--- src/rtl/jpeg_reduce_pkg.sv ---
// Shared definitions for the jpeg_reduce pipeline: reduction modes, size limits
// and the popcount-width helper.
package jpeg_reduce_pkg;

  typedef enum logic [1:0] {
    MODE_XOR = 2'd0,
    MODE_MAJ = 2'd1,
    MODE_OR  = 2'd2
  } mode_e;

  localparam int MAX_NUM_IN      = 64;
  localparam int MAX_PIPE_STAGES = 6;

  function automatic int popcnt_w(input int n);
    return $clog2(n + 1);
  endfunction

endpackage

--- src/rtl/jpeg_reduce_stage.sv ---
// One pipeline stage: folds operand bits [LO, HI) into the running partial result.
// With JPEG_REDUCE_POPCNT_EN defined it also carries a running popcount.
module jpeg_reduce_stage
  import jpeg_reduce_pkg::*;
#(
  parameter int    NUM_IN = 35,
  parameter int    ACC_W  = 1,
  parameter int    LO     = 0,
  parameter int    HI     = 35,
  parameter mode_e MODE   = MODE_XOR
) (
  input  logic                          clk,
  input  logic                          rst,
  input  logic                          hold,
  input  logic                          in_valid,
  input  logic [NUM_IN-1:0]             in_data,
  input  logic [ACC_W-1:0]              in_acc,
`ifdef JPEG_REDUCE_POPCNT_EN
  input  logic [popcnt_w(NUM_IN)-1:0]   in_pc,
  output logic [popcnt_w(NUM_IN)-1:0]   out_pc,
`endif
  output logic                          out_valid,
  output logic [NUM_IN-1:0]             out_data,
  output logic [ACC_W-1:0]              out_acc
);

  logic              valid_q, valid_d;
  logic [NUM_IN-1:0] data_q, data_d;
  logic [ACC_W-1:0]  acc_q, acc_d;
  logic [ACC_W-1:0]  part;
  logic              load;

  assign load = !hold && in_valid;

  always_comb begin
    part = '0;
    for (int i = LO; i < HI; i++) begin
      case (MODE)
        MODE_MAJ: part = part + ACC_W'(in_data[i]);
        MODE_OR:  part = part | ACC_W'(in_data[i]);
        default:  part = part ^ ACC_W'(in_data[i]);
      endcase
    end
  end

  always_comb begin
    valid_d = valid_q;
    data_d  = data_q;
    acc_d   = acc_q;
    if (hold) valid_d = valid_q;
    else      valid_d = in_valid;
    if (load) begin
      data_d = in_data;
      case (MODE)
        MODE_MAJ: acc_d = in_acc + part;
        MODE_OR:  acc_d = in_acc | part;
        default:  acc_d = in_acc ^ part;
      endcase
    end else begin
      data_d = data_q;
      acc_d  = acc_q;
    end
  end

  always_ff @(posedge clk) begin
    if (rst) begin
      valid_q <= 1'b0;
      data_q  <= '0;
      acc_q   <= '0;
    end else begin
      valid_q <= valid_d;
      data_q  <= data_d;
      acc_q   <= acc_d;
    end
  end

  assign out_valid = valid_q;
  assign out_data  = data_q;
  assign out_acc   = acc_q;

`ifdef JPEG_REDUCE_POPCNT_EN
  localparam int PC_W = popcnt_w(NUM_IN);

  logic [PC_W-1:0] pc_q, pc_d, pc_part;

  always_comb begin
    pc_part = '0;
    for (int i = LO; i < HI; i++) pc_part = pc_part + PC_W'(in_data[i]);
    pc_d = pc_q;
    if (load) pc_d = in_pc + pc_part;
    else      pc_d = pc_q;
  end

  always_ff @(posedge clk) begin
    if (rst) pc_q <= '0;
    else     pc_q <= pc_d;
  end

  assign out_pc = pc_q;
`endif

endmodule

--- src/rtl/jpeg_reduce_pipe.sv ---
// Pipelined XOR / majority / OR reduction of an NUM_IN-bit operand with a global stall.
// Optional out_popcnt port is enabled by defining JPEG_REDUCE_POPCNT_EN.
module jpeg_reduce_pipe
  import jpeg_reduce_pkg::*;
#(
  parameter int    NUM_IN      = 35,
  parameter int    PIPE_STAGES = 3,
  parameter mode_e MODE        = MODE_XOR
) (
  input  logic                        clk,
  input  logic                        rst,
  input  logic [NUM_IN-1:0]           in_data,
  input  logic                        in_valid,
  output logic                        in_ready,
  output logic                        out_bit,
  output logic                        out_valid,
  input  logic                        out_ready,
  output logic [15:0]                 out_count
`ifdef JPEG_REDUCE_POPCNT_EN
  ,
  output logic [popcnt_w(NUM_IN)-1:0] out_popcnt
`endif
);

  localparam int PW    = popcnt_w(NUM_IN);
  localparam int ACC_W = (MODE == MODE_MAJ) ? PW : 1;
  localparam int HALF  = NUM_IN / 2;

  logic              valid_s [PIPE_STAGES+1];
  logic [NUM_IN-1:0] data_s  [PIPE_STAGES+1];
  logic [ACC_W-1:0]  acc_s   [PIPE_STAGES+1];
  logic              stall;
  logic [15:0]       count_q, count_d;

  assign valid_s[0] = in_valid;
  assign data_s[0]  = in_data;
  assign acc_s[0]   = '0;

  // No skid buffer: a blocked output freezes every stage and the input at once.
  assign stall    = out_valid && !out_ready;
  assign in_ready = !out_valid || out_ready;

`ifdef JPEG_REDUCE_POPCNT_EN
  logic [PW-1:0] pc_s [PIPE_STAGES+1];
  assign pc_s[0]    = '0;
  assign out_popcnt = pc_s[PIPE_STAGES];
`endif

  for (genvar s = 0; s < PIPE_STAGES; s++) begin : g_stage
    jpeg_reduce_stage #(
      .NUM_IN (NUM_IN),
      .ACC_W  (ACC_W),
      .LO     (s * NUM_IN / PIPE_STAGES),
      .HI     ((s + 1) * NUM_IN / PIPE_STAGES),
      .MODE   (MODE)
    ) u_stage (
      .clk       (clk),
      .rst       (rst),
      .hold      (stall),
      .in_valid  (valid_s[s]),
      .in_data   (data_s[s]),
      .in_acc    (acc_s[s]),
`ifdef JPEG_REDUCE_POPCNT_EN
      .in_pc     (pc_s[s]),
      .out_pc    (pc_s[s+1]),
`endif
      .out_valid (valid_s[s+1]),
      .out_data  (data_s[s+1]),
      .out_acc   (acc_s[s+1])
    );
  end

  assign out_valid = valid_s[PIPE_STAGES];

  always_comb begin
    out_bit = 1'b0;
    case (MODE)
      MODE_MAJ: out_bit = (acc_s[PIPE_STAGES] > ACC_W'(HALF));
      default:  out_bit = acc_s[PIPE_STAGES][0];
    endcase
  end

  always_comb begin
    count_d = count_q;
    if (out_valid && out_ready) count_d = count_q + 16'd1;
    else                        count_d = count_q;
  end

  always_ff @(posedge clk) begin
    if (rst) count_q <= 16'd0;
    else     count_q <= count_d;
  end

  assign out_count = count_q;

endmodule

--- config.mk ---
export PLATFORM = sky130hd
export DESIGN_NAME = jpeg_reduce_pipe
export DESIGN_NICKNAME = d
export VERILOG_FILES = /design/src/rtl/jpeg_reduce_pkg.sv /design/src/rtl/jpeg_reduce_stage.sv /design/src/rtl/jpeg_reduce_pipe.sv
export SDC_FILE = /design/constraint.sdc
export NUM_CORES = 1
export LEC_CHECK = 0
export ABC_CLOCK_PERIOD_IN_PS = 2400
export CORE_MARGIN = 8
export CORE_UTILIZATION = 50
export DETAILED_ROUTE_END_ITERATION = 16
export GPL_ROUTABILITY_DRIVEN = 0
export PLACE_DENSITY = 0.73
export SYNTH_ARGS = -nofsm -noshare
export SYNTH_HDL_FRONTEND = slang
export SYNTH_HIERARCHICAL = 1
export SYNTH_SLANG_ARGS = --single-unit
--- constraint.sdc ---
create_clock -name clk -period 2.4 [get_ports clk]
set_clock_uncertainty 0.05 [all_clocks]
set_input_delay 0.36 -clock clk [delete_from_list [all_inputs] [get_ports clk]]
set_output_delay 0.36 -clock clk [all_outputs]
set_load 0.02 [all_outputs]
Word-level counts from Yosys, hierarchy flattened
Index checks and enable logic that the tools add are counted.

Input bits: 39. Word-level logic and storage cells: 53. Output and inout bits: 19. Flip-flop bits (word level): 92.

Add/subtract/negate cells: 1. Bitwise operators: 34. Reductions and logical operators: 9.

Operators with widths (number): 1-bit XOR (34); 16-bit by 1-bit adder with 16-bit output, second input constant (1); 1-bit logical AND (5); 1-bit zero test (3); 1-bit logical OR (1).

Logic depth before layout (Yosys ltp)
Word-level depth: 12. Gate-level depth with buffers: 7. Mapped depth without buffers: 5.

Hierarchy
The synthesis kept the hierarchy.

Modules (own cells, without submodules): jpeg_reduce_stage at g_stage[1].u_stage ... (area an instance 1388.8 µm², times used 2, seq. area each 740.7 µm², cells each 169); jpeg_reduce_stage at g_stage[0].u_stage (area an instance 1372.6 µm², times used 1, seq. area each 740.7 µm², cells each 170); jpeg_reduce_pipe (area an instance 724.4 µm², times used 1, seq. area each 320.3 µm², cells each 84).

Least setup slack after synthesis
Ideal clock, no wire load.

Path type: register -> register. Start: register count_q[0], in the netlist out_count[0]. End: register count_q[14], in the netlist out_count[14]. Period minus slack after synthesis: 1897 ps. Setup time: 70 ps. Data arrival time: 1777 ps. Path slack: 503 ps. Path buffers: 0. Cell stages (with the launch flop): 6. Required time: 2280 ps. Cells stage by stage: dfxtp_1 ha_1 nand3_2 or4_4 or3_1 a21oi_1.

Cells in the longest elaborated chain, start to end: 1.

Ends and longest elaborated chain: start, declared (RTL line jpeg_reduce_pipe.sv:33) `logic [15:0] count_q, count_d;`; start signal, assigned (RTL line jpeg_reduce_pipe.sv:91) `else count_q <= count_d;`; 16-bit by 1-bit adder with 16-bit output (RTL line jpeg_reduce_pipe.sv:85) `if (out_valid && out_ready) count_d = count_q + 16'd1;`.

No other way between the ends. A chain may end at the register's enable or synchronous reset.

Worst setup path in the final report
Start: input port out_ready. End: output port in_ready.

Cells in the longest elaborated chain, start to end: 1.

Ends and longest elaborated chain: start, declared (RTL line jpeg_reduce_pipe.sv:17) `input logic out_ready,`; 1-bit logical OR (RTL line jpeg_reduce_pipe.sv:41) `assign in_ready = !out_valid || out_ready;`; end, declared (RTL line jpeg_reduce_pipe.sv:14) `output logic in_ready,`.

No other way between the ends.

==> run_results.csv <==
group,metric,value,unit
timing,rsz0062_at_grt,"false",
synth,netlist_area,2561,sq um
finish,final-seq-area,1161,sq um
setup_path,arrival,1.70,ns
clock_tree,cts_resized,0,
detailed_routing,vias,2064,
pwr,internal_power,1.798,mW
clock_tree,clockBufferDepth,2,
floorplan,die_w,87.57,um
pwr,p_clk_share,42.5,%
floorplan,pin_count,58,
min_path,hold_class,"register to register",
detailed_routing,drt_first_pass_iters,4,
clock_tree,cts_root_buf,"clkbuf_8",
finish,area_growth,33.66,%
placed_design,io_buffers,57,
clock_tree,postCtsHoldBufs,0,
floorplan,start_util,51.12,%
clock_tree,cts_sinks,58,
min_path,min_path_cells,2,
finish,multi_input_area,1304,sq um
timing,fin_crit_sh,87.98,%
setup_path,crit_required,1.99,ns
finish,antenna_cells,0,
synth,synth_nets,339,
synth,synth_warnings,6,
clock_tree,cts_setup_buffers,0,
global_route,grt_pass1_vias,2098,
placed_design,hpwl,3916,um
finish,drive_gt1_share,10.56,%
run_status,status,"completed",
pwr,worst_ir_drop_vdd,0.5138,mV
placed_design,dp_slack,0.2494,ns
floorplan,core,5010,sq um
pwr,power_density,676.9,nW/um^2
clock_tree,clock_latency,0.32,ns
synth,syn_area_per_cell,8.566,sq um
setup_path,endpoint_kind,"output port",
timing,hold_viol_final,0,
timing,maxSlewViolCount,0,
global_route,grt_first_pass_wirelength,9363,um
finish,fill_cells,445,
global_route,grt_max_degree,28,
setup_path,r2r_cells,4,
floorplan,rows,26,
global_route,grt_use_total,15.49,%
floorplan,die-area,7669,sq um
timing,slew_headroom,59.95,%
flow_run,max-cap-violations,0,
global_route,overflow,0,
pwr,p_leak,1.271,nW
timing,fin_crit,2.111,ns
timing,max_freq,473.6,MHz
finish,fin_cells,430,
placed_design,dp.cells,414,
floorplan,die_h,87.57,um
timing,setup_viol,0,
setup_path,worstPathMaxFanout,5,
clock_tree,cts_buffers,9,
detailed_routing,wire_per_inst,12.48,um
pwr,p_sw,519.0,uW
pwr,swShare,22.40,%
timing,finalSetupTns,0,ns
clock_tree,htree_levels,3,
setup_path,start_kind,"input port",
detailed_routing,drc,0,
finish,fin_nets,395,
timing,fin_ws,0.2885,ns
detailed_routing,ant_nets,0,
finish,fin_util,68.33,%
setup_path,criticalPathCategory,"input port to output port",
clock_tree,cts_tree,"yes",
pwr,comb_power_share,13.4,%
clock_tree,clkTransAtPathRegs,0.06,ns
detailed_routing,drt_iter0_drc,59,
detailed_routing,routed_via_density,4.800,
setup_path,rrSetupSlack,0.57,ns
global_route,antenna_found_initial,0,
synth,synthCells,299,
detailed_routing,wl,5368,um
pwr,p_seq_share,44.2,%
timing,worst_pin_slew,0.6007,ns
[flip-flops by register name, indices dropped and copies added (netlist names)]
signal	cells
g_stage.u_stage/out_valid	3
g_stage.u_stage/out_data	36
out_count	16
g_stage.u_stage/out_acc	3
[per-stage QoR]
stage | total power, mW | instance area (sq um) | hold WS (ns)
floorplan | 1.251 | 2561 | 0.3821
global placement | 1.352 | 3204 | 0.3888
detailed placement | 1.357 | 3204 | 0.3961
CTS | 2.339 | 3423 | 0.4057
global route | 2.428 | 3423 | 0.4252
finish | 2.317 | 3423 | 0.4020
[layout by cell type, fill, tap and decap left out, drive strengths merged, types with 2 or more instances in the layout]
cell type and count:
clkinv 2, nand3 5, inv 3, dfxtp 58, or3 6, nand2b 4, buf 11, xnor3 7
nand2 82, nor2 10, and4 3, nand3b 2, nand4 4, xor2 6, bufinv 2, a21oi 46
o31ai 2, o21ai 6, xnor2 24, clkbuf 11, clkdlybuf4s50 56, nor2b 2
[layout make-up]
type                       instances  area share, %
clock buffer                      11          4.130
clock inverter                     5          2.266
timing repair buffer              67          18.71
multi-input combinational        216          38.08
sequential                        58          33.92
tap                               70          2.558
inverter                           3         0.3289
[routing by layer]
| metal | vias to the layer above | global-route usage (%) | routed length (um) |
|---|---|---|---|
| met1 | 915 | 18.72 | 2490 |
| li1 | 1091 | - | - |
| met5 | - | 0 | 0 |
| met4 | 0 | 5.313 | 68 |
| met2 | 52 | 24.86 | 2453 |
| met3 | 6 | 5.535 | 355 |
[worst max-delay path, stage by stage]
cell,delay (ns)
clkdlybuf4s50_1,0.56
nand2b_1,0.17
clkdlybuf4s50_1,0.62
[power groups by stage]
| stage | combinational (mW) | clock [mW] | sequential (mW) |
|---|---|---|---|
| floorplan | 0.209 | 0 | 1.04 |
| global placement | 0.309 | 0 | 1.04 |
| detailed placement | 0.312 | 0 | 1.04 |
| CTS | 0.314 | 1.00 | 1.02 |
| global route | 0.340 | 1.06 | 1.03 |
| finish | 0.310 | 0.984 | 1.02 |
[path summary, 6_finish.rpt]
kind	start	to
worst min-delay path	g_stage[0].u_stage/out_data[26]	g_stage[1].u_stage/out_data[26]
worst max-delay path	out_ready	in_ready
worst max register to register	out_count[2]	out_count[14]
worst min register to register	g_stage[0].u_stage/out_data[26]	g_stage[1].u_stage/out_data[26]
No activity file was read; power rests on OpenSTA's default activity.
